**src/rtl/store_buffer.sv**
```systemverilog
// Store buffer: a circular FIFO of pending core stores, drained one per cycle into a single-port data RAM.
// Optional feature macro STORE_BUF_FWD_EN: full-word youngest hits are forwarded to loads without stalling.
module store_buffer #(
  parameter int DEPTH = 4
) (
  input  logic                    clk,
  input  logic                    reset,
  input  logic [3:0]              core_we,
  input  logic                    core_re,
  input  logic [31:0]             core_addr,
  input  logic [31:0]             core_wdata,
  output logic [31:0]             core_rdata,
  output logic                    stall,
  output logic [3:0]              mem_we,
  output logic [31:0]             mem_addr,
  output logic [31:0]             mem_wdata,
  input  logic [31:0]             mem_rdata,
  output logic                    empty,
  output logic [$clog2(DEPTH):0]  count
);
  localparam int PW = $clog2(DEPTH);
  localparam int CW = PW + 1;

  typedef struct packed {
    logic [29:0] waddr;
    logic [3:0]  we;
    logic [31:0] wdata;
  } entry_t;

  entry_t [DEPTH-1:0] ent;
  logic [PW-1:0] head, tail;
  logic is_st, is_ld, full, hit, owns, drain, push, fwd;
`ifdef STORE_BUF_FWD_EN
  logic [3:0]  yng_we;
  logic [31:0] yng_data;
`endif

  assign is_st = |core_we;
  assign is_ld = core_re & ~is_st;   // a store wins over a simultaneous load
  assign full  = (count == CW'(DEPTH));
  assign empty = (count == '0);

  // Walk oldest to youngest so the last match left standing is the youngest hit.
  always_comb begin
    hit = 1'b0;
`ifdef STORE_BUF_FWD_EN
    yng_we   = 4'h0;
    yng_data = 32'h0;
`endif
    for (int k = 0; k < DEPTH; k++) begin
      if ((CW'(k) < count) && (ent[head + PW'(k)].waddr == core_addr[31:2])) begin
        hit = 1'b1;
`ifdef STORE_BUF_FWD_EN
        yng_we   = ent[head + PW'(k)].we;
        yng_data = ent[head + PW'(k)].wdata;
`endif
      end
    end
  end

`ifdef STORE_BUF_FWD_EN
  assign fwd = is_ld & hit & (yng_we == 4'hF);
`else
  assign fwd = 1'b0;
`endif

  assign owns  = is_ld & ~hit;
  assign drain = ~owns & ~empty;
  assign push  = is_st & ~full;
  assign stall = (is_st & full) | (is_ld & hit & ~fwd);

  assign mem_we    = drain ? ent[head].we : 4'h0;
  assign mem_addr  = drain ? {ent[head].waddr, 2'b00} : core_addr;
  assign mem_wdata = drain ? ent[head].wdata : 32'h0;

  always_comb begin
    core_rdata = 32'h0;
    if (owns) core_rdata = mem_rdata;
`ifdef STORE_BUF_FWD_EN
    else if (fwd) core_rdata = yng_data;
`endif
  end

  always_ff @(posedge clk) begin
    if (reset) begin
      head  <= '0;
      tail  <= '0;
      count <= '0;
    end else begin
      if (push) begin
        ent[tail] <= '{waddr: core_addr[31:2], we: core_we, wdata: core_wdata};
        tail      <= tail + PW'(1);
      end
      if (drain) head <= head + PW'(1);
      count <= count + CW'(push) - CW'(drain);
      assert (!(core_re && is_st)) else $error("store_buffer: load and store requested together");
    end
  end
endmodule
```
**config.mk**
```make
export PLATFORM = sky130hd
export DESIGN_NAME = store_buffer
export DESIGN_NICKNAME = d
export VERILOG_FILES = /design/src/rtl/store_buffer.sv
export SDC_FILE = /design/constraint.sdc
export NUM_CORES = 1
export LEC_CHECK = 0
export CORE_MARGIN = 4
export CORE_UTILIZATION = 55
export DETAILED_ROUTE_END_ITERATION = 16
export PLACE_DENSITY_LB_ADDON = 0.2
export SETUP_SLACK_MARGIN = 0.2
export SKIP_LAST_GASP = 1
export SYNTH_ARGS = -nofsm -noshare
export SYNTH_HDL_FRONTEND = slang
export SYNTH_SLANG_ARGS = --single-unit
```
**constraint.sdc**
```tcl
create_clock -name clk -period 5.96 [get_ports clk]
set_input_delay 1.192 -clock clk [delete_from_list [all_inputs] [get_ports clk]]
set_output_delay 1.192 -clock clk [all_outputs]
set_load 0.05 [all_outputs]
```
==> impl_metrics.xml, run 1 <==
<?xml version="1.0" encoding="UTF-8"?>
<metrics>
  <group name="outcome">
    <metric name="run_status" unit="">finished, final reports clean</metric>
  </group>
  <group name="logic_synthesis">
    <metric name="synthArstFlopShare" unit="">0</metric>
    <metric name="fraction_of_the_mapped_netlist_area_in_adder_cells" unit="">0.00811</metric>
    <metric name="post_synth_top_flop" unit="">edfxtp_1</metric>
    <metric name="sequential_to_total_area_share_from_yosys_stat" unit="">0.545</metric>
    <metric name="synth.yosys.warnings" unit="">0</metric>
    <metric name="synth-simple-area-share" unit="">0.0637</metric>
    <metric name="synth-compound-area-share" unit="">0.0450</metric>
    <metric name="syn_inst" unit="">963</metric>
    <metric name="dominant_combinational_cell_family_by_area_after_synthesis" unit="">multiplexers</metric>
    <metric name="synth_cell_type_count" unit="">64</metric>
    <metric name="synth_fp_nets" unit="">1075</metric>
    <metric name="synth.ff_latch_count" unit="">271</metric>
    <metric name="yosys.area_share.xor_xnor" unit="">0.0586</metric>
    <metric name="synth_area" unit="sq um">14800</metric>
    <metric name="muxShareOfSynthArea" unit="">0.246</metric>
    <metric name="synth_enable_flop_cells" unit="">264</metric>
    <metric name="avgSynthCellArea" unit="sq um">15.4</metric>
  </group>
  <group name="worst_setup_path">
    <metric name="crit_path_cell_trace" unit="">buf_12 -&gt; mux2i_2 -&gt; mux2_2 -&gt; o2111a_1 -&gt; or4b_1 -&gt; or4b_1 -&gt; o21ai_2 -&gt; o31ai_4 -&gt; buf_12 -&gt; mux2_1 -&gt; buf_4</metric>
    <metric name="slowest_delay" unit="ps">540</metric>
    <metric name="setup.worst_path.class" unit="">register to output port</metric>
    <metric name="worst_setup_path_end_kind" unit="">output port</metric>
    <metric name="required" unit="ps">4770</metric>
    <metric name="arrival" unit="ps">4450</metric>
    <metric name="path_max_fanout" unit="">46</metric>
    <metric name="crit_path_start_kind" unit="">register</metric>
    <metric name="critical-path-top-delay-family" unit="">multiplexers</metric>
    <metric name="critPathBufInv" unit="">3</metric>
    <metric name="slowest_stage" unit="">dfxtp_4</metric>
  </group>
  <group name="sta">
    <metric name="setup-violations-final" unit="">0</metric>
    <metric name="pins_over_slew_limit" unit="">0</metric>
    <metric name="clock.fmax" unit="MHz">177</metric>
    <metric name="finalWorstPathRequiredPeriod" unit="ps">5640</metric>
    <metric name="worst_pin_slew" unit="ps">621</metric>
    <metric name="setup_tns" unit="ps">0</metric>
    <metric name="worst_clock_skew" unit="ps">40.7</metric>
    <metric name="worst_slew_margin_rel" unit="">0.575</metric>
    <metric name="rsz0062_at_grt" unit="">false</metric>
    <metric name="finalHoldViolations" unit="">0</metric>
    <metric name="period_share" unit="">0.947</metric>
  </group>
  <group name="final_layout">
    <metric name="filler_cell_count" unit="">1747</metric>
    <metric name="finish.net_count" unit="">1290</metric>
    <metric name="layout-area-overhead-vs-synth" unit="%">25.3</metric>
    <metric name="drive_above_1_share" unit="">0.264</metric>
    <metric name="instances_no_fill" unit="">1535</metric>
  </group>
  <group name="power_and_ir_drop">
    <metric name="power.leakage" unit="uW">0.00630</metric>
    <metric name="max-vdd-ir-drop" unit="mV">0.370</metric>
    <metric name="power_per_cell_area" unit="nW/um^2">523</metric>
  </group>
  <group name="clocking">
    <metric name="clk_root_buffer_cell" unit="">clkbuf_16</metric>
    <metric name="cts_num_sinks" unit="">271</metric>
    <metric name="htree_levels" unit="">1</metric>
    <metric name="cts_buffer_count" unit="">28</metric>
    <metric name="tritoncts" unit="">done</metric>
    <metric name="clock_latency" unit="ps">570</metric>
    <metric name="worst_setup_hold_path_clk_slew" unit="ps">60</metric>
    <metric name="cts_max_path_buffers" unit="">3</metric>
  </group>
  <group name="detailed_routing">
    <metric name="post_drt_wl_per_cell" unit="um">24.5</metric>
    <metric name="drt_first_pass_iters" unit="">7</metric>
    <metric name="top_layer_used" unit="">met5</metric>
    <metric name="wl_met2" unit="mm">18.8</metric>
    <metric name="route.final.wire_length" unit="mm">37.6</metric>
    <metric name="number_of_drc_violations_after_detailed_routing_iteration_0" unit="">943</metric>
    <metric name="met3_length" unit="mm">2.67</metric>
    <metric name="routedLengthMet1" unit="mm">14.9</metric>
    <metric name="drt-vias-per-instance" unit="">6.19</metric>
    <metric name="via_count" unit="">9496</metric>
    <metric name="detailed_route_drc_error_count" unit="">0</metric>
    <metric name="detail-route-antenna-nets" unit="">0</metric>
  </group>
  <group name="job">
    <metric name="number_of_max_capacitance_violations_reported" unit="">0</metric>
  </group>
  <group name="floorplan">
    <metric name="chipHeight" unit="um">172</metric>
    <metric name="dieArea" unit="sq um">29600</metric>
    <metric name="floorplan.die.width" unit="um">172</metric>
    <metric name="num_rows" unit="">59</metric>
    <metric name="floorplan.io_pins" unit="">208</metric>
    <metric name="floorplan.core_area" unit="sq um">26300</metric>
    <metric name="initial_utilization" unit="">0.563</metric>
  </group>
  <group name="global_route">
    <metric name="grt_pass1_wl" unit="mm">56.0</metric>
    <metric name="first_global_vias" unit="">9625</metric>
    <metric name="grt_max_degree" unit="">47</metric>
    <metric name="grt.overflow.total" unit="">0</metric>
    <metric name="initial_antenna_violation_count" unit="">2</metric>
    <metric name="grt_util_all_layers" unit="">0.247</metric>
  </group>
  <group name="placement">
    <metric name="place_hpwl" unit="mm">26.3</metric>
    <metric name="numPlacedInstances" unit="">1481</metric>
    <metric name="place.port_buffers" unit="">207</metric>
    <metric name="globalplace.congestion" unit="">0.968</metric>
  </group>
  <group name="worst_hold_path">
    <metric name="hold_class" unit="">register to register</metric>
  </group>
</metrics>
timing repair:
item,in CTS,in global routing
hold buffers,0,0
gates resized for setup,1,0
hold endpoints to repair,0,0
setup endpoints to repair,8,70
buffers inserted,1,1
report_power, final:
group | internal, uW | switching (uW)
clock | 993 | 705
combinational | 2340 | 3040
sequential | 2430 | 183
total | 5770 | 3920
worst reg2reg max path: cells and delay by family, from the launching register on:
kind	cells	cell delay [ps]
buffers and inverters	4	710
AND/OR/NAND/NOR	3	1110
AO/OA/AOI/OAI	3	500
flip-flops	1	540
adder cells (fa/ha/maj)	3	780
multiplexers	2	700
worst paths after layout:
path / cells past startpoint / slack (ps) / from / endpoint
setup reg to reg: 15 / 1480 / head[0]$_SDFFE_PP0P_ / count[1]$_SDFF_PP0_
hold reg to reg: 2 / 570 / tail[1]$_SDFFE_PP0P_ / tail[1]$_SDFFE_PP0P_
hold / removal: 2 / 570 / tail[1]$_SDFFE_PP0P_ / tail[1]$_SDFFE_PP0P_
setup / recovery: 11 / 320 / head[0]$_SDFFE_PP0P_ / mem_addr[22]
sequential cells by signal, summed over array words and instances, names as in the netlist:
| name | cells |
|---|---|
| count | 3 |
| ent | 264 |
| head | 2 |
| tail | 2 |
metrics by stage:
stage | cell area (sq um) | utilization | setup WS, ps | total power, uW | hold WS, ps
CTS | 18500 | 0.705 | 237 | 9730 | 572
detailed placement | 17600 | 0.669 | 400 | 7990 | 562
finish | 18500 | 0.706 | 319 | 9690 | 570
floorplan | 14800 | - | 575 | 6160 | 514
global placement | 17600 | 0.669 | 437 | 7940 | 541
global route | 18500 | 0.705 | 213 | 10100 | 613
kinds of logic after synthesis:
family,count (synthesis)
flip-flops,271
multiplexers,233
AND/OR/NAND/NOR,165
buffers and inverters,100
XOR/XNOR,99
AO/OA/AOI/OAI,86
adder cells (fa/ha/maj),9
per-layer routing:
metal / GRT usage / vias to the layer above
met5: 0 / -
li1: - / 4223
met2: 0.409 / 412
met4: 0.0738 / 4
met3: 0.0400 / 72
met1: 0.343 / 4785
cell usage after synthesis, types with 6 or more instances:
master / number / area share
a2111oi_0: 7 / 0.0041
a211oi_1: 6 / 0.0030
buf_4: 10 / 0.0051
buf_6: 9 / 0.0068
a21oi_1: 13 / 0.0044
ha_1: 8 / 0.0068
mux4_2: 101 / 0.15
o2bb2ai_1: 6 / 0.0036
and2_1: 42 / 0.018
mux2_2: 8 / 0.0061
clkbuf_1: 36 / 0.0091
nand2_1: 26 / 0.0066
buf_2: 13 / 0.0044
dfxtp_1: 7 / 0.0095
nor4_1: 6 / 0.0025
nor2_1: 15 / 0.0038
xnor2_1: 79 / 0.047
mux2_1: 28 / 0.021
xor2_1: 20 / 0.012
inv_1: 22 / 0.0056
nor2b_1: 39 / 0.016
o21ai_0: 8 / 0.0027
mux2i_1: 96 / 0.065
edfxtp_1: 264 / 0.54
buf_1: 10 / 0.0025
nand4_1: 15 / 0.0063
layout make-up:
class	instances	area, sq um	area share
Clock buffer	34	723	0.0390
Multi-Input combinational cell	592	6260	0.337
Timing Repair Buffer	263	2810	0.151
Antenna cell	1	2.50	0.000135
Tap cell	335	419	0.0226
Inverter	22	82.6	0.00445
Clock inverter	17	179	0.00965
Sequential cell	271	8080	0.435
cells in the final DEF (no fill, tap or decap), types with 4 or more instances in the layout:
master	instances
nor3_1	4
clkdlybuf4s50_1	106
mux2_2	8
nand2_1	26
ha_1	8
and2_1	38
a222oi_1	4
edfxtp_1	264
mux2i_1	95
buf_4	112
buf_12	43
o2bb2ai_1	6
clkbuf_1	6
a211oi_1	6
clkinv_2	5
inv_1	22
nor2_1	15
mux2_1	28
mux4_2	101
o22ai_1	4
xnor2_1	79
clkbuf_16	28
a2111oi_0	7
a21oi_1	13
xor2_1	20
dfxtp_1	5
nand4_1	15
nor2b_1	39
and2_4	4
o21ai_0	8
clkinv_1	7
or4_1	4
nor4_1	6
Note: power is estimated with default switching activity, not from simulation.
==> run 2, diff against run 1 <==
Settings changed: CORE_MARGIN 4 to 2.
==> run 2 against run 1 <==
  * Clock skew fell by 29 ps
  * Highest routed layer unchanged
  * Register-to-register slack got worse by 50 ps
  * Sequential power barely moved
  * Critical path type is now input port to output port
==> impl_metrics.xml, run 2 (synthesized netlist as in run 1, its figures left out) <==
<?xml version="1.0" encoding="UTF-8"?>
<metrics>
  <group name="outcome">
    <metric name="run_status" unit="">finished, final reports clean</metric>
  </group>
  <group name="worst_setup_path">
    <metric name="critical-path-top-delay-family" unit="">buffers and inverters</metric>
    <metric name="crit_cells" unit="">12</metric>
    <metric name="critPathBufInv" unit="">5</metric>
    <metric name="crit_top_cell" unit="">buf_4</metric>
    <metric name="crit_path_start_kind" unit="">input port</metric>
    <metric name="worst-r2r-setup-slack" unit="ps">1430</metric>
    <metric name="path_max_fanout" unit="">31</metric>
    <metric name="setup.worst_path.class" unit="">input port to output port</metric>
    <metric name="worstReg2RegEnd" unit="">count[1]$_SDFF_PP0_</metric>
    <metric name="critical_path.reg2reg.startpoint" unit="">head[0]$_SDFFE_PP0P_</metric>
    <metric name="crit_path_cell_trace" unit="">clkdlybuf4s50_1 -&gt; buf_4 -&gt; inv_1 -&gt; a221oi_1 -&gt; nand4b_1 -&gt; o32a_1 -&gt; nor4_1 -&gt; a31o_2 -&gt; o31ai_4 -&gt; buf_12 -&gt; mux2_1 -&gt; buf_4</metric>
    <metric name="slowest_delay" unit="ps">680</metric>
    <metric name="reg2regPathDepth" unit="">15</metric>
    <metric name="worstSetupStartpoint" unit="">core_addr[27]</metric>
    <metric name="required" unit="ps">4770</metric>
    <metric name="crit_path_end" unit="">mem_addr[25]</metric>
    <metric name="arrival" unit="ps">4450</metric>
    <metric name="worst_setup_path_end_kind" unit="">output port</metric>
    <metric name="slowest_stage" unit="">clkdlybuf4s50_1</metric>
  </group>
  <group name="global_route">
    <metric name="first_global_vias" unit="">9578</metric>
    <metric name="grt_max_degree" unit="">67</metric>
    <metric name="grt_pass1_wl" unit="mm">57.2</metric>
    <metric name="initial_antenna_violation_count" unit="">5</metric>
    <metric name="grt_util_all_layers" unit="">0.268</metric>
    <metric name="grt.overflow.total" unit="">0</metric>
  </group>
  <group name="job">
    <metric name="number_of_max_capacitance_violations_reported" unit="">0</metric>
  </group>
  <group name="clocking">
    <metric name="holdBufCountCts" unit="">0</metric>
    <metric name="cts_num_sinks" unit="">271</metric>
    <metric name="worst_setup_hold_path_clk_slew" unit="ps">60</metric>
    <metric name="cts_buffer_count" unit="">28</metric>
    <metric name="tritoncts" unit="">done</metric>
    <metric name="clock_latency" unit="ps">530</metric>
    <metric name="cts_max_path_buffers" unit="">3</metric>
    <metric name="htree_levels" unit="">1</metric>
    <metric name="clk_root_buffer_cell" unit="">clkbuf_16</metric>
  </group>
  <group name="power_and_ir_drop">
    <metric name="power.share.sequential" unit="">0.265</metric>
    <metric name="cellInternalPower" unit="uW">5840</metric>
    <metric name="clockPowerShare" unit="">0.176</metric>
    <metric name="fin_total_pwr" unit="uW">9820</metric>
    <metric name="power_frac_comb" unit="">0.559</metric>
    <metric name="power_per_cell_area" unit="nW/um^2">527</metric>
    <metric name="max-vdd-ir-drop" unit="mV">0.370</metric>
    <metric name="switchingPower" unit="uW">3980</metric>
    <metric name="netSwitchingFraction" unit="">0.405</metric>
    <metric name="power.leakage" unit="uW">0.00634</metric>
  </group>
  <group name="detailed_routing">
    <metric name="drt_first_pass_iters" unit="">7</metric>
    <metric name="post_drt_wl_per_cell" unit="um">24.7</metric>
    <metric name="detailed_route_drc_error_count" unit="">0</metric>
    <metric name="via_count" unit="">9641</metric>
    <metric name="route.final.wire_length" unit="mm">38.2</metric>
    <metric name="detail-route-antenna-nets" unit="">0</metric>
    <metric name="number_of_drc_violations_after_detailed_routing_iteration_0" unit="">942</metric>
    <metric name="drt-vias-per-instance" unit="">6.24</metric>
  </group>
  <group name="sta">
    <metric name="finalWorstPathRequiredPeriod" unit="ps">5640</metric>
    <metric name="setup-violations-final" unit="">0</metric>
    <metric name="period_share" unit="">0.947</metric>
    <metric name="rsz0062_at_grt" unit="">false</metric>
    <metric name="worst_slew_margin_rel" unit="">0.282</metric>
    <metric name="setup_tns" unit="ps">0</metric>
    <metric name="finalHoldViolations" unit="">0</metric>
    <metric name="fin_ws" unit="ps">318</metric>
    <metric name="pins_over_slew_limit" unit="">0</metric>
    <metric name="worst_pin_slew" unit="ps">1080</metric>
    <metric name="clock.fmax" unit="MHz">177</metric>
    <metric name="worst_clock_skew" unit="ps">11.6</metric>
  </group>
  <group name="placement">
    <metric name="globalplace.congestion" unit="">1.01</metric>
    <metric name="place_worst_setup_slack" unit="ps">404</metric>
    <metric name="detailed_place.area" unit="sq um">17600</metric>
    <metric name="place.port_buffers" unit="">207</metric>
    <metric name="place_hpwl" unit="mm">26.3</metric>
    <metric name="numPlacedInstances" unit="">1483</metric>
  </group>
  <group name="final_layout">
    <metric name="layout-area-overhead-vs-synth" unit="%">25.9</metric>
    <metric name="instances_no_fill" unit="">1546</metric>
    <metric name="finish.net_count" unit="">1293</metric>
    <metric name="commonest_cells_after_routing_fill_and_taps_aside" unit="">edfxtp_1 (264), buf_4 (112), clkdlybuf4s50_1 (105)</metric>
    <metric name="largest_register" unit="">ent</metric>
    <metric name="biggestRegsByFlops" unit="">ent (264), count (3)</metric>
    <metric name="final_common_cell" unit="">edfxtp_1</metric>
    <metric name="filler_cell_count" unit="">1784</metric>
    <metric name="largest_register_ffs" unit="">264</metric>
    <metric name="layout.cell_area.non_filler" unit="sq um">18600</metric>
    <metric name="drive_above_1_share" unit="">0.270</metric>
  </group>
  <group name="floorplan">
    <metric name="floorplan.core_area" unit="sq um">26700</metric>
    <metric name="num_rows" unit="">60</metric>
    <metric name="floorplan.die.width" unit="um">168</metric>
    <metric name="floorplan.io_pins" unit="">208</metric>
    <metric name="initial_utilization" unit="">0.555</metric>
    <metric name="chipHeight" unit="um">168</metric>
    <metric name="dieArea" unit="sq um">28200</metric>
  </group>
  <group name="worst_hold_path">
    <metric name="origin_of_the_worst_min_delay_path" unit="">tail[1]$_SDFFE_PP0P_</metric>
    <metric name="hold_class" unit="">register to register</metric>
  </group>
</metrics>
==> run 2: changes by cell type in the layout (fill, tap and decap cells not counted) <==
cell,delta
clkinv_16,-1
clkinv_1,-4
clkbuf_1,+1
diode_2,+1
clkinvlp_4,+1
mux2i_2,+1
dlymetal6s2s_1,+1
clkbuf_16,+1
inv_6,+1
clkinv_4,+1
clkdlybuf4s50_1,-1
clkinv_2,+1
buf_12,+3
mux2i_1,-1
==> run 2: layer usage <==
| metal | GRT usage | part of all wire | routed length, um |
|---|---|---|---|
| met1 | 0.361 | 0.39 | 15100 |
| met2 | 0.436 | 0.48 | 18500 |
| met3 | 0.0517 | 0.080 | 3060 |
| met4 | 0.106 | 0.040 | 1520 |
| met5 | 0 | 0.0010 | 40 |
==> run 2: cell type report <==
cell class              count  area (sq um)  share of cell area
multi-input cells         592          6260               0.336
diodes                      2          5.00            0.000269
clock buffers              36           752              0.0404
inverters                  22          82.6             0.00443
flip-flops and latches    271          8080               0.433
well taps                 341           427              0.0229
clock inverters            16           164             0.00880
repair buffers            266          2870               0.154
==> run 2: power groups by stage <==
stage	clock network, uW	logic [uW]	registers [uW]
global placement	0	5340	2670
detailed placement	0	5340	2690
CTS	1750	5450	2620
finish	1730	5490	2600
floorplan	0	3570	2600
global route	1820	5770	2630
==> run 2: what timing repair did <==
item,in CTS,in global routing
buffers inserted,2,7
resized for setup,0,3
cloned,0,0
endpoints found under the setup margin,15,39
pin swaps,0,0
==> run 2: stage by stage <==
stage | hold WS (ps) | util
final | 567 | 0.699
after floorplan | 514 | -
after global routing | 601 | 0.699
after global placement | 541 | 0.660
after detailed placement | 560 | 0.660
after CTS | 575 | 0.696
==> run 2: worst min-delay path: cells and delay by family (launching register included) <==
family / cells / cell delay, ps
DFF: 1 / 370
muxes: 1 / 90
and+or+nand+nor: 1 / 70
==> run 2: worst min-delay path by stage <==
| stage | endpoint | slack, ps | depth (start not counted) |
|---|---|---|---|
| 6_report | tail[1]$_SDFFE_PP0P_ | 570 | 2 |
| 5_1_grt | tail[1]$_SDFFE_PP0P_ | 600 | 2 |
| 4_1_cts | tail[1]$_SDFFE_PP0P_ | 570 | 2 |
| 3_5_place_dp | tail[1]$_SDFFE_PP0P_ | 560 | 2 |
| 3_3_place_gp | tail[1]$_SDFFE_PP0P_ | 540 | 2 |
| 2_1_floorplan | tail[1]$_SDFFE_PP0P_ | 510 | 2 |
